<file path="src/rtl/sm_calc_pkg.sv">
// Shared definitions for the signed (sign-magnitude) calculator datapath:
// divider FSM state encoding, width helpers and sign-magnitude pack/unpack
// functions used by all signed calculator operations.
package sm_calc_pkg;

  // Divider sequencing states.
  typedef enum logic [1:0] {
    ST_IDLE = 2'd0,
    ST_CALC = 2'd1,
    ST_FIN  = 2'd2
  } sm_div_state_e;

  // Default operand width of the calculator datapath.
  localparam int SM_DEF_WIDTH = 8;

  // Helpers operate on a wide container so one set of functions serves every
  // operand width; callers widen on the way in and narrow on the way out.
  localparam int SM_MAX_W = 64;
  localparam logic [SM_MAX_W-1:0] SM_ONE = {{(SM_MAX_W-1){1'b0}}, 1'b1};

  // Bit position of the sign in a WIDTH-bit operand.
  function automatic int sm_sign_idx(input int width);
    return width - 1;
  endfunction

  // Number of magnitude bits in a WIDTH-bit operand.
  function automatic int sm_mag_w(input int width);
    return width - 1;
  endfunction

  // Unpack: sign bit of a WIDTH-bit operand.
  function automatic logic sm_sign(input logic [SM_MAX_W-1:0] v, input int width);
    return |(v & (SM_ONE << sm_sign_idx(width)));
  endfunction

  // Unpack: magnitude of a WIDTH-bit operand (sign and upper bits cleared).
  function automatic logic [SM_MAX_W-1:0] sm_mag(input logic [SM_MAX_W-1:0] v, input int width);
    return v & ((SM_ONE << sm_mag_w(width)) - SM_ONE);
  endfunction

  // Pack: build a WIDTH-bit operand from sign and magnitude.
  function automatic logic [SM_MAX_W-1:0] sm_pack(input logic sign,
                                                 input logic [SM_MAX_W-1:0] mag,
                                                 input int width);
    logic [SM_MAX_W-1:0] sbit;
    if (sign) begin
      sbit = SM_ONE << sm_sign_idx(width);
    end else begin
      sbit = {SM_MAX_W{1'b0}};
    end
    return sm_mag(mag, width) | sbit;
  endfunction

endpackage

</file>
<file path="src/rtl/sm_div_step.sv">
// One restoring-division iteration: shift the next dividend bit into the
// partial remainder and subtract the divisor when it fits.
module sm_div_step
  import sm_calc_pkg::*;
#(
  parameter int PW = SM_DEF_WIDTH
) (
  input  logic [PW-1:0] p_in,
  input  logic [PW-1:0] divisor,
  input  logic          dvd_bit,
  output logic [PW-1:0] p_out,
  output logic          q_bit
);

  logic [PW:0]   shifted_s;
  logic [PW-1:0] diff_s;

  // Trial subtraction; the low PW bits of the difference are exact whenever
  // the subtraction is taken because the result is then below the divisor.
  always_comb begin
    shifted_s = {p_in, dvd_bit};
    diff_s    = shifted_s[PW-1:0] - divisor;
    if (shifted_s >= {1'b0, divisor}) begin
      p_out = diff_s;
      q_bit = 1'b1;
    end else begin
      p_out = shifted_s[PW-1:0];
      q_bit = 1'b0;
    end
  end

endmodule

</file>
<file path="src/rtl/sm_divider_seq.sv">
// Iterative sign-magnitude divider: restoring division, one magnitude bit
// per cycle, with a Start/Busy/Done handshake. Quotient sign is sA^sB,
// remainder sign is sA; a zero divisor yields zero magnitudes and DivZero.
module sm_divider_seq
  import sm_calc_pkg::*;
#(
  parameter int WIDTH = SM_DEF_WIDTH
) (
  input  logic             Clk,
  input  logic             Rst_n,
  input  logic             Start,
  input  logic [WIDTH-1:0] A,
  input  logic [WIDTH-1:0] B,
  output logic             Busy,
  output logic             Done,
  output logic             DivZero,
  output logic [WIDTH-1:0] Quotient,
  output logic [WIDTH-1:0] Remainder
);

  localparam int MAG = sm_mag_w(WIDTH);
  localparam int CW  = $clog2(MAG + 1);

  localparam logic [1:0] S_IDLE = ST_IDLE;
  localparam logic [1:0] S_CALC = ST_CALC;
  localparam logic [1:0] S_FIN  = ST_FIN;

  logic [1:0]       state_r;
  logic [CW-1:0]    cnt_r;
  logic [MAG:0]     p_r;        // partial remainder
  logic [MAG-1:0]   dq_r;       // dividend bits shift out the top, quotient bits shift in
  logic [MAG-1:0]   dvs_r;      // divisor magnitude
  logic             sa_r;
  logic             sb_r;
  logic             zero_r;     // current operation has a zero divisor
  logic             busy_r;
  logic             done_r;
  logic             divzero_r;
  logic [WIDTH-1:0] quo_r;
  logic [WIDTH-1:0] rem_r;

  logic [SM_MAX_W-1:0] a_ext_s;
  logic [SM_MAX_W-1:0] b_ext_s;
  logic [MAG-1:0]      a_mag_s;
  logic [MAG-1:0]      b_mag_s;
  logic                a_sign_s;
  logic                b_sign_s;
  logic                b_zero_s;
  logic                last_s;
  logic [MAG:0]        p_nxt_s;
  logic                q_bit_s;
  logic [MAG-1:0]      q_mag_s;
  logic [MAG-1:0]      r_mag_s;
  logic [WIDTH-1:0]    quo_nxt_s;
  logic [WIDTH-1:0]    rem_nxt_s;

  sm_div_step #(
    .PW (MAG + 1)
  ) u_step (
    .p_in    (p_r),
    .divisor ({1'b0, dvs_r}),
    .dvd_bit (dq_r[MAG-1]),
    .p_out   (p_nxt_s),
    .q_bit   (q_bit_s)
  );

  // Operand unpacking and final result packing.
  always_comb begin
    a_ext_s  = SM_MAX_W'(A);
    b_ext_s  = SM_MAX_W'(B);
    a_mag_s  = MAG'(sm_mag(a_ext_s, WIDTH));
    b_mag_s  = MAG'(sm_mag(b_ext_s, WIDTH));
    a_sign_s = sm_sign(a_ext_s, WIDTH);
    b_sign_s = sm_sign(b_ext_s, WIDTH);
    b_zero_s = (b_mag_s == {MAG{1'b0}});
    last_s   = (cnt_r == CW'(1));
    if (zero_r) begin
      q_mag_s = {MAG{1'b0}};
      r_mag_s = {MAG{1'b0}};
    end else begin
      q_mag_s = {dq_r[MAG-2:0], q_bit_s};
      r_mag_s = p_nxt_s[MAG-1:0];
    end
    quo_nxt_s = WIDTH'(sm_pack(sa_r ^ sb_r, SM_MAX_W'(q_mag_s), WIDTH));
    rem_nxt_s = WIDTH'(sm_pack(sa_r, SM_MAX_W'(r_mag_s), WIDTH));
  end

  // FSM, iteration counter and result registers. A zero divisor spends a
  // single non-busy cycle in CALC so its Done lands one edge after the accept.
  always_ff @(posedge Clk or negedge Rst_n) begin
    if (!Rst_n) begin
      state_r   <= S_IDLE;
      cnt_r     <= {CW{1'b0}};
      p_r       <= {(MAG+1){1'b0}};
      dq_r      <= {MAG{1'b0}};
      dvs_r     <= {MAG{1'b0}};
      sa_r      <= 1'b0;
      sb_r      <= 1'b0;
      zero_r    <= 1'b0;
      busy_r    <= 1'b0;
      done_r    <= 1'b0;
      divzero_r <= 1'b0;
      quo_r     <= {WIDTH{1'b0}};
      rem_r     <= {WIDTH{1'b0}};
    end else begin
      done_r <= 1'b0;
      case (state_r)
        S_IDLE, S_FIN: begin
          if (Start) begin
            sa_r   <= a_sign_s;
            sb_r   <= b_sign_s;
            dq_r   <= a_mag_s;
            dvs_r  <= b_mag_s;
            p_r    <= {(MAG+1){1'b0}};
            zero_r <= b_zero_s;
            state_r <= S_CALC;
            if (b_zero_s) begin
              cnt_r  <= CW'(1);
              busy_r <= 1'b0;
            end else begin
              cnt_r     <= CW'(MAG);
              busy_r    <= 1'b1;
              divzero_r <= 1'b0;
            end
          end else begin
            state_r <= S_IDLE;
          end
        end
        S_CALC: begin
          p_r   <= p_nxt_s;
          dq_r  <= {dq_r[MAG-2:0], q_bit_s};
          cnt_r <= cnt_r - CW'(1);
          if (last_s) begin
            state_r   <= S_FIN;
            busy_r    <= 1'b0;
            done_r    <= 1'b1;
            divzero_r <= zero_r;
            quo_r     <= quo_nxt_s;
            rem_r     <= rem_nxt_s;
          end else begin
            state_r <= S_CALC;
          end
        end
        default: begin
          state_r <= S_IDLE;
          busy_r  <= 1'b0;
        end
      endcase
    end
  end

  assign Busy      = busy_r;
  assign Done      = done_r;
  assign DivZero   = divzero_r;
  assign Quotient  = quo_r;
  assign Remainder = rem_r;

endmodule
</file>
<file path="config.mk">
export PLATFORM = sky130hd
export DESIGN_NAME = sm_divider_seq
export DESIGN_NICKNAME = d
export VERILOG_FILES = /design/src/rtl/sm_calc_pkg.sv /design/src/rtl/sm_div_step.sv /design/src/rtl/sm_divider_seq.sv
export SDC_FILE = /design/constraint.sdc
export NUM_CORES = 1
export LEC_CHECK = 0
export BUFFER_PORTS_ARGS = -buffer_cell sky130_fd_sc_hd__buf_4
export CAP_MARGIN = 0
export CORE_MARGIN = 2
export CORE_UTILIZATION = 50
export DETAILED_ROUTE_END_ITERATION = 8
export GPL_TIMING_DRIVEN = 1
export PLACE_DENSITY = 0.85
export SYNTH_ARGS = -nofsm -noshare
export SYNTH_HDL_FRONTEND = slang
export SYNTH_SLANG_ARGS = --single-unit
</file>
<file path="constraint.sdc">
create_clock -name Clk -period 2 [get_ports Clk]
set_input_delay 0.2 -clock Clk [delete_from_list [all_inputs] [get_ports Clk]]
set_output_delay 0.2 -clock Clk [all_outputs]
set_load 0.1 [all_outputs]
</file>
# Word-level counts from Yosys, hierarchy flattened
# Cells that the tools add are included.
# word_totals
reg_bits,49
latchBits,0
ram_bits,0
rom_bits,0
input_bits,19
out_inout_bits,19
wordCells,60
memories,0
# classes
n_addsub,2
n_mul,0
div_mod_pow,0
order_cmp,1
eq_ne,6
shifts,0
muxes,26
n_bitwise,3
n_reduce_logical,9
# op_table
operator,count
$mux 8,4
$mux 7,3
$or 7x8->8,2
$pmux 8 s2,1
$pmux 7 s2,1
$mux 1,10
$ge 9x7->1,1
$reduce_and 2->1,4
$sub 8x7->8,1
$logic_not 7->1,1
$mux 3,2
$ne 2x2->1 const B,3
$pmux 3 s2,1
$pmux 1 s2,2
$pmux 2 s2,1
$reduce_and 4->1,1
$eq 3x1->1 const B,1
$sub 3x1->3 const B,1
$eq 2x1->1 const B,1
$eq 2x2->1 const B,1
$logic_not 2->1,1
$mux 2,1
$reduce_bool 2->1,1
$reduce_or 2->1,1
$xor 1x1->1,1

# Longest topological paths before layout
# Gate-level depths: netlist (run 1).
# logic_depth
ltp_word,4
mapped_depth,9
mapped_depth_nobuf,9

# By module
# A second synthesis (run 1) with hierarchy kept.
# unflattened
cells_unflattened,271
area_unflattened_um2,2605.0
# by_module_without_submodules
module,instances,cells_per_inst,area_per_inst_um2,seq_area_each_um2
sm_divider_seq,1,205,2065.7,1226.2
sm_div_step,1,66,539.3,0.0

# Worst setup path before layout (run 1)
# Ideal clock, no wire load.
# synth_timing
kind,register -> register
startpoint,"register, netlist name Done"
endpoint,register rem_r[5] (netlist: Remainder[5])
setup_ns,0.095
t_arrival_ns,1.805
required_ns,1.905
setup_slack_ns,0.100
stages_incl_launch_ff,7
path_buffers,2
synth_period_minus_slack_ns,1.900
cell_sequence,dfrtp_1 -> nor2b_1 -> buf_2 -> nand2_1 -> clkbuf_1 -> nand2_1 -> o31ai_1
# synth_rtl
element,line_no,source
"end signal, assigned",sm_divider_seq.sv:104,rem_r <= {WIDTH{1'b0}};
"end signal, assigned",sm_divider_seq.sv:139,rem_r <= rem_nxt_s;
"end, declared",sm_divider_seq.sv:40,logic [WIDTH-1:0] rem_r;

# Worst setup path in the final report (run 1)
# layout_timing
startpoint,register dq_r[6]
endpoint,register p_r[6]
# layout_between
elab_chain_len,3
word_cells_on_any_way,4
# layout_lines
element,line_no,source
"start, declared",sm_divider_seq.sv:31,logic [MAG-1:0] dq_r;
"start signal, assigned",sm_divider_seq.sv:95,dq_r <= {MAG{1'b0}};
"start signal, assigned",sm_divider_seq.sv:112,dq_r <= a_mag_s;
"start signal, assigned",sm_divider_seq.sv:131,"dq_r <= {dq_r[MAG-2:0], q_bit_s};"
$sub 8x7->8 / $ge 9x7->1 (equally long branches),"sm_div_step.sv:22, sm_div_step.sv:23",
$mux 8 *,sm_div_step.sv:23,"if (shifted_s >= {1'b0, divisor}) begin"
$pmux 8 s2 *,sm_divider_seq.sv:107,case (state_r)
"end signal, assigned",sm_divider_seq.sv:94,p_r <= {(MAG+1){1'b0}};
"end signal, assigned",sm_divider_seq.sv:114,p_r <= {(MAG+1){1'b0}};
"end signal, assigned",sm_divider_seq.sv:130,p_r <= p_nxt_s;
"end, declared",sm_divider_seq.sv:30,logic [MAG:0] p_r;
# Every way passes the cells marked *; elsewhere a longest branch is shown, timed or not.
# A chain may end at the register's enable or synchronous reset.

==> results of run 1 <==
## critical path: cells and delay by family, from the launching register on
kind / cells / cell delay [ps]
AO/OA/AOI/OAI: 5 / 920
adder cells (fa/ha/maj): 2 / 520
buffers and inverters: 2 / 110
flip-flops: 1 / 390
## cell type report
class / instances / area (um^2)
Fill cell: 317 / 1366
Multi-Input combinational cell: 175 / 1215
Sequential cell: 48 / 1204
Timing Repair Buffer: 55 / 419.2
Clock buffer: 6 / 82.58
Tap cell: 52 / 65.06
Inverter: 13 / 48.80
Clock inverter: 2 / 13.76
## registers in the layout (all words and copies together), names as in the netlist, 3 cells and up
name,flops
cnt_r,3
dq_r,7
Remainder,8
dvs_r,7
Quotient,8
p_r,8
## metal layers
metal	track usage, %	routed length (um)	share of wire (%)
met3	4.861	385	7.0
met5	0	0	0
met4	9.644	121	2.2
met1	28.41	2357	43
met2	30.78	2631	48
## synthesized netlist by cell type (2+ instances only)
library cell	number
sky130_fd_sc_hd__nand2_1	58
sky130_fd_sc_hd__dfrtp_1	48
sky130_fd_sc_hd__o21ai_0	20
sky130_fd_sc_hd__nor2_1	15
sky130_fd_sc_hd__inv_1	12
sky130_fd_sc_hd__o21ai_1	12
sky130_fd_sc_hd__clkbuf_1	9
sky130_fd_sc_hd__ha_1	9
sky130_fd_sc_hd__a21oi_1	7
sky130_fd_sc_hd__a31oi_1	6
sky130_fd_sc_hd__mux2i_1	5
sky130_fd_sc_hd__xor2_1	4
sky130_fd_sc_hd__nand2b_1	3
sky130_fd_sc_hd__nand3_1	3
sky130_fd_sc_hd__nor2b_1	3
sky130_fd_sc_hd__a22o_1	2
sky130_fd_sc_hd__a32oi_1	2
sky130_fd_sc_hd__o211ai_1	2
sky130_fd_sc_hd__o31ai_1	2
## metrics by stage
| stage | util [%] | worst slack, ps | TNS (ps) | instances | hold slack, ps |
|---|---|---|---|---|---|
| global placement | 61.48 | 55.96 | 0 | 338 | 238.4 |
| floorplan | - | 99.80 | 0 | 247 | -95.59 |
| global route | 69.05 | -87.54 | -367.0 | 351 | 91.81 |
| CTS | 64.23 | 3.672 | 0 | 347 | 65.48 |
| detailed placement | 61.48 | -36.25 | -100.1 | 338 | 247.6 |
| finish | 69.05 | -13.88 | -21.50 | 351 | 77.86 |
## repair_timing
action                     in CTS  in global routing
cloned                          0                  1
setup buffers                   0                  3
gates resized for setup         4                 37
hold endpoints to repair       48                  0
pin swaps                       1                  9
setup endpoints to repair      13                 14
hold buffers                    1                  0
## cells by family (layout without fill, tap and decap cells)
family                   after synthesis  after routing  share of synthesized area, %
flip-flops                            48             48                         51.70
adder cells (fa/ha/maj)               10             10                         5.708
XOR/XNOR                               5              5                         1.885
multiplexers                           6              6                         2.639
buffers and inverters                 24             76                         4.254
AND/OR/NAND/NOR                       89             89                         16.16
AO/OA/AOI/OAI                         65             65                         17.66
## final timing paths
check                            start           to  slack (ps)  cells past startpoint
hold reg to reg            Quotient[7]  Quotient[7]         480                      2
setup reg to reg               dq_r[6]       p_r[6]         -10                      9
setup / recovery               dq_r[6]       p_r[6]         -10                      9
min in group asynchronous        Rst_n      dq_r[6]         430                      2
hold / removal                    B[7]         sb_r          80                      3
max in group asynchronous        Rst_n       p_r[3]        1140                      2
==> impl_metrics.json, run 1 <==
{
  "outcome": "finished, violations left",
  "violations": "negative setup slack",
  "rsz0062_at_grt": "true",
  "initial_utilization_pct": 52.64,
  "fp.dieH_um": 72.17,
  "final_cell_mix": "sky130_fd_sc_hd__nand2_1 (57), sky130_fd_sc_hd__buf_4 (53), sky130_fd_sc_hd__dfrtp_1 (46), sky130_fd_sc_hd__o21ai_0 (20), sky130_fd_sc_hd__nor2_1 (13)",
  "route.detailed.wl_per_inst_um": 15.65,
  "grt_start_max_net_pins": 49,
  "cts_htree_levels": 2,
  "antenna_left": 0,
  "max_cap_viols": 0,
  "grt_antenna_before_repair": 0,
  "synth.net_count": 276,
  "synth_area_leader_cell": "sky130_fd_sc_hd__dfrtp_1",
  "worst_clock_skew_ps": 9.943,
  "cts_buffers": 5,
  "worst_skew_pair.late_latency_ps": 310,
  "antenna_cells_inserted": 0,
  "rows": 24,
  "grt_usage_pct": 20.58,
  "final-setup-viol-count": 2,
  "final_common_cell": "sky130_fd_sc_hd__nand2_1",
  "synth_edf_count": 0,
  "critPathMostFrequentCell": "sky130_fd_sc_hd__inv_2",
  "synth.yosys.warnings": 0,
  "worst_ep_required_time_ps": 2230,
  "crit_path_max_fanout": 2,
  "firstDrtPassIters": 4,
  "num_vias": 1973,
  "endpoint_kind_of_the_worst_setup_timing_path": "register",
  "place_hpwl_mm": 3.647,
  "placeableCoreArea_um2": 4414,
  "synth_top_area_share_pct": 51.70,
  "max_clock_freq_ghz": 0.4966,
  "number_of_global_route_vias_before_repair": 1793,
  "pin_count": 38,
  "area_growth_pct": 31.18,
  "clock-root-buffer": "sky130_fd_sc_hd__clkbuf_8",
  "synth.yosys.seq_area_share_pct": 51.70,
  "crit_chain": "inv_2, ha_4, inv_2, fa_2, a211oi_4, o21a_1, a41oi_2, a31o_1, o21ai_1",
  "worst_ep_arrival_time_ps": 2240,
  "final_net_count": 327,
  "path_clk_slew_ps": 90,
  "detail_route.iter0.violations": 164,
  "cts_max_path_buffers": 2,
  "worst-setup-path-type": "register to register",
  "die_width_um": 72.17,
  "hold_path.class": "input port to register",
  "clock_net_sink_count": 48,
  "synth_cell_type_count": 44,
  "cts_tree": "done",
  "gp_routability_congestion": 0.9728,
  "dieArea_um2": 5209,
  "final_design_area_no_fill_um2": 3048,
  "via_per_inst": 5.621,
  "least_setup_slack_across_all_paths_after_layout_ps": -13.88,
  "crit_slowest_cell": "sky130_fd_sc_hd__dfrtp_1",
  "hold_violations": 0,
  "drcViolationCount": 0,
  "period_share_pct": 100.7,
  "max_slew.worst_pin.slew_ps": 820.9,
  "cp-start-kind": "register",
  "detailed_place.area_um2": 2714,
  "wl_mm": 5.494,
  "buffer_ports.inserted": 37,
  "ys.flop_type": "sky130_fd_sc_hd__dfrtp_1",
  "timing_max_transition_violations_final": 0,
  "slew_headroom_pct": 45.07,
  "synthTopCellsByArea": "sky130_fd_sc_hd__dfrtp_1 (52%), sky130_fd_sc_hd__nand2_1 (9.4%), sky130_fd_sc_hd__ha_1 (4.8%)",
  "ys_async_sr_fraction_pct": 100.0,
  "post_synth.cell_area_avg_um2": 9.407,
  "gate_count_post_synth": 247,
  "ys_seq_elements": 48,
  "post-route-min-period_ps": 2014,
  "synth_area_um2": 2323,
  "critical_path.max_stage_delay_ps": 390,
  "global_route.overflow_total": 0,
  "drive_above_1_share_pct": 31.77,
  "grt_pass1_wl_mm": 8.211
}
Power of run 1 is not shown: default switching activity piles up to over one toggle a cycle in this logic, so the estimate is an artifact.
==> run 2, diff against run 1 <==
CORE_MARGIN = 3   (was 2)
CORE_UTILIZATION = 52   (was 50)
CTS_BUF_LIST = sky130_fd_sc_hd__clkbuf_8   (was default)
PLACE_DENSITY = 0.87   (was 0.85)
==> impl_metrics.json, run 2 (synthesis gave the netlist of run 1 again) <==
{
  "hold_violations": 0,
  "outcome": "complete, no violations",
  "gp_routability_congestion": 1.110,
  "number_of_global_route_vias_before_repair": 1839,
  "cp-start-kind": "register",
  "r2r_cells": 9,
  "hold_path.class": "input port to register",
  "worst-setup-path-type": "register to register",
  "crit_path_max_fanout": 2,
  "place_hpwl_mm": 4.002,
  "route.detailed.wl_per_inst_um": 16.43,
  "cts_buffers": 5,
  "grt_pass1_wl_mm": 8.887,
  "final_net_count": 328,
  "endpoint_kind_of_the_worst_setup_timing_path": "register",
  "via_per_inst": 5.714,
  "final_common_cell": "sky130_fd_sc_hd__nand2_1",
  "antenna_left": 0,
  "wl_mm": 5.751,
  "pre_cts_ws_ps": -31.29,
  "global_route.overflow_total": 0,
  "slew_headroom_pct": 44.08,
  "pin_count": 38,
  "final_cell_mix": "sky130_fd_sc_hd__nand2_1 (58), sky130_fd_sc_hd__buf_4 (52), sky130_fd_sc_hd__dfrtp_1 (46), sky130_fd_sc_hd__o21ai_0 (20), sky130_fd_sc_hd__nor2_1 (13)",
  "path_clk_slew_ps": 90,
  "rows": 23,
  "firstDrtPassIters": 5,
  "least_setup_slack_across_all_paths_after_layout_ps": 53.80,
  "worst_ep_required_time_ps": 2190,
  "num_vias": 2000,
  "max_cap_viols": 0,
  "clock-root-buffer": "sky130_fd_sc_hd__clkbuf_8",
  "fp.dieH_um": 72.85,
  "cts_htree_levels": 2,
  "drcViolationCount": 0,
  "die_width_um": 72.85,
  "grt_antenna_before_repair": 0,
  "antenna_cells_inserted": 0,
  "placeableCoreArea_um2": 4144,
  "dieArea_um2": 5306,
  "worst_ep_arrival_time_ps": 2140,
  "worst_clock_skew_ps": 5.695,
  "grt_usage_pct": 21.81,
  "final-setup-viol-count": 0,
  "drive_above_1_share_pct": 30.67,
  "initial_utilization_pct": 56.07,
  "area_growth_pct": 30.91,
  "layout.filler_cells": 293,
  "hold_ws_ps": 76.16,
  "max_slew.worst_pin.slew_ps": 835.7,
  "post-route-min-period_ps": 1946,
  "grt_start_max_net_pins": 49,
  "detail_route.iter0.violations": 161,
  "timing_max_transition_violations_final": 0,
  "worst_skew_pair.late_latency_ps": 310,
  "buffer_ports.inserted": 37,
  "cts_max_path_buffers": 2,
  "worst_hold_path.num_cells": 3,
  "clock_net_sink_count": 48,
  "period_share_pct": 97.31,
  "max_clock_freq_ghz": 0.5138,
  "cts_tree": "done"
}
==> run 2: changes by cell type in the layout (fill, tap and decap cells not counted), sizes merged <==
cell	delta
buf	+1
clkinv	-1
clkinvlp	+1
==> run 2: routing by layer <==
layer  vias up  track usage, %  share of wire [%]
met5         -               0                  0
met4         0           8.607                1.4
met3         7           3.030                5.8
met2        88           33.17                 49
met1       955           31.60                 44
li1        950               -                  -
==> run 2: critical path: stages (launching register included) <==
cell,delay (ps)
sky130_fd_sc_hd__dfrtp_1,390
sky130_fd_sc_hd__inv_2,80
sky130_fd_sc_hd__ha_4,140
sky130_fd_sc_hd__inv_2,40
sky130_fd_sc_hd__fa_2,380
sky130_fd_sc_hd__a211oi_4,250
sky130_fd_sc_hd__nor2_2,70
sky130_fd_sc_hd__xor2_1,180
sky130_fd_sc_hd__mux2i_2,200
sky130_fd_sc_hd__o21ai_1,100
==> run 2: what timing repair did <==
| action | in CTS | in global routing |
|---|---|---|
| pin swaps | 3 | 11 |
| gates resized for setup | 2 | 31 |
| buffers inserted | 0 | 2 |
| cloned | 0 | 1 |
| hold endpoints to repair | 48 | 0 |
| setup endpoints to repair | 6 | 12 |
| hold buffers | 1 | 0 |
==> run 2: final cells by class <==
type / instances / area [um^2] / area share (%)
flip-flops and latches: 48 / 1204 / 39.57
multi-input cells: 175 / 1196 / 39.33
repair buffers: 56 / 436.7 / 14.36
clock buffers: 6 / 82.58 / 2.715
well taps: 50 / 62.56 / 2.057
inverters: 13 / 48.80 / 1.604
clock inverters: 2 / 11.26 / 0.3702
==> run 2: through the flow <==
step           cell area, um^2  util (%)  TNS, ps  std cells
2_1_floorplan             2323         -        0        247
3_5_place_dp              2739     66.09   -81.17        338
4_1_cts                   2850     68.78        0        347
5_1_grt                   3042     73.40   -25.01        350
6_report                  3042     73.40        0        350
3_3_place_gp              2739     66.09        0        338
==> run 2: worst paths after layout <==
path | startpoint | end | slack [ps]
worst max-delay path | dq_r[6] | p_r[4] | 50
worst min-delay path | B[7] | sb_r | 80
worst max register to register | dq_r[6] | p_r[4] | 50
worst min register to register | Quotient[7] | Quotient[7] | 490
max in group asynchronous | Rst_n | p_r[0] | 1130
min in group asynchronous | Rst_n | dq_r[3] | 440
Power of run 2 is left out for the same reason.
==> run 3, diff against run 2 <==
SETUP_SLACK_MARGIN = 0.5   (was default)
==> impl_metrics.json, run 3 (synthesis gave the netlist of run 1 again) <==
{
  "outcome": "finished, violations left",
  "violations": "negative setup slack",
  "cts_tree": "done",
  "cts_htree_levels": 2,
  "grt_start_max_net_pins": 49,
  "fp.dieH_um": 72.85,
  "detail_route.iter0.violations": 363,
  "gp_routability_congestion": 1.015,
  "place_inst": 350,
  "r2r_cells": 9,
  "area_growth_pct": 48.41,
  "rsz0062_at_grt": "true",
  "antenna_cells_inserted": 0,
  "post-route-min-period_ps": 2092,
  "worst_ep_arrival_time_ps": 2270,
  "hold_path.class": "input port to register",
  "initial_utilization_pct": 56.07,
  "grt_antenna_before_repair": 0,
  "worst_setup_path_endpoint": "p_r[4]",
  "global_route.overflow_total": 0,
  "number_of_global_route_vias_before_repair": 2218,
  "die_width_um": 72.85,
  "worst_r2r_startpoint": "dq_r[6]",
  "drcViolationCount": 0,
  "via_per_inst": 6.481,
  "timing_max_transition_violations_final": 0,
  "final_common_cell": "sky130_fd_sc_hd__buf_4",
  "max_cap_viols": 0,
  "wl_mm": 8.297,
  "worst_clock_skew_ps": 8.604,
  "post-route-util_pct": 83.21,
  "critical_path.reg2reg.endpoint": "p_r[4]",
  "worst-setup-path-type": "register to register",
  "final_cell_count_no_fill": 378,
  "cts_buffers": 5,
  "path_clk_slew_ps": 90,
  "buffer_ports.inserted": 37,
  "period_share_pct": 104.6,
  "num_vias": 2450,
  "place_hpwl_mm": 4.095,
  "crit_path_max_fanout": 2,
  "worstSetupStartpoint": "dq_r[6]",
  "slew_headroom_pct": 59.90,
  "cp-start-kind": "register",
  "antenna_left": 0,
  "dieArea_um2": 5306,
  "drive_above_1_share_pct": 42.38,
  "least_setup_slack_across_all_paths_after_layout_ps": -92.24,
  "final_cell_mix": "sky130_fd_sc_hd__buf_4 (72), sky130_fd_sc_hd__nand2_1 (56), sky130_fd_sc_hd__dfrtp_1 (46), sky130_fd_sc_hd__o21ai_0 (17), sky130_fd_sc_hd__nor2_1 (11)",
  "grt_pass1_wl_mm": 10.90,
  "clock_net_sink_count": 48,
  "worst_skew_pair.late_latency_ps": 310,
  "final-setup-viol-count": 6,
  "grt_usage_pct": 27.43,
  "firstDrtPassIters": 5,
  "placeableCoreArea_um2": 4144,
  "rows": 23,
  "cts_max_path_buffers": 2,
  "clock-root-buffer": "sky130_fd_sc_hd__clkbuf_8",
  "timing.reg2reg.setup_slack_ps": -90,
  "max_clock_freq_ghz": 0.4780,
  "pin_count": 38,
  "max_slew.worst_pin.slew_ps": 601.5,
  "route.detailed.wl_per_inst_um": 21.95,
  "hold_violations": 0,
  "worst_ep_required_time_ps": 2180,
  "final_net_count": 356,
  "endpoint_kind_of_the_worst_setup_timing_path": "register"
}
## run 3: cell types whose count changed in the layout (fill, tap and decap cells not counted), moves of 3 or more
cell	previous run	this run
sky130_fd_sc_hd__buf_4	52	72
sky130_fd_sc_hd__buf_6	1	8
sky130_fd_sc_hd__mux2i_2	4	0
sky130_fd_sc_hd__mux2i_4	1	4
sky130_fd_sc_hd__o21ai_0	20	17
sky130_fd_sc_hd__o21ai_2	1	5
## run 3: through the flow
stage               TNS (ps)  hold slack (ps)  cell area [um^2]  setup slack [ps]
floorplan                  0           -95.59              2434             211.7
global placement       -1200            242.2              2924            -171.9
detailed placement     -2351            244.3              2924            -242.1
CTS                        0            85.84              3233             104.1
global route          -448.7            75.92              3448            -128.8
finish                -241.0            75.17              3448            -92.24
## run 3: worst max-delay path, cell delays in order (launching register included)
cell	delay [ps]
sky130_fd_sc_hd__dfrtp_1	380
sky130_fd_sc_hd__inv_2	90
sky130_fd_sc_hd__ha_4	150
sky130_fd_sc_hd__inv_2	40
sky130_fd_sc_hd__fa_2	390
sky130_fd_sc_hd__a211oi_4	270
sky130_fd_sc_hd__nor2_2	100
sky130_fd_sc_hd__xor2_1	160
sky130_fd_sc_hd__mux2i_1	240
sky130_fd_sc_hd__o21ai_1	120
## run 3: worst min-delay path by stage
| stage | startpoint | end | depth (start not counted) |
|---|---|---|---|
| after floorplan | Rst_n | Busy | 0 |
| after global placement | Rst_n | sb_r | 1 |
| after detailed placement | Rst_n | sb_r | 1 |
| after CTS | B[7] | sb_r | 3 |
| after global routing | A[7] | sa_r | 3 |
| final | B[7] | sb_r | 3 |
## run 3: cell type report
| class | instances | area [um^2] |
|---|---|---|
| Multi-Input combinational cell | 175 | 1331 |
| Clock inverter | 2 | 11.26 |
| Inverter | 13 | 48.80 |
| Tap cell | 50 | 62.56 |
| Fill cell | 212 | 695.7 |
| Clock buffer | 6 | 82.58 |
| Sequential cell | 48 | 1206 |
| Timing Repair Buffer | 84 | 705.7 |
## run 3: what timing repair did
item | CTS | global route
endpoints found under the hold margin | 48 | 0
buffers inserted | 8 | 10
gates resized for setup | 26 | 30
pin swaps | 12 | 10
cloned | 0 | 1
hold buffers | 1 | 0
endpoints found under the setup margin | 20 | 31
## run 3: routing by layer
| metal | share of wire [%] | global-route usage [%] | vias to the layer above |
|---|---|---|---|
| met5 | 0 | 0 | - |
| met4 | 7.2 | 17.01 | 0 |
| met3 | 10 | 6.749 | 63 |
| met2 | 47 | 43.19 | 219 |
| met1 | 36 | 33.81 | 1167 |
| li1 | - | - | 1001 |
Power of run 3 is left out for the same reason.
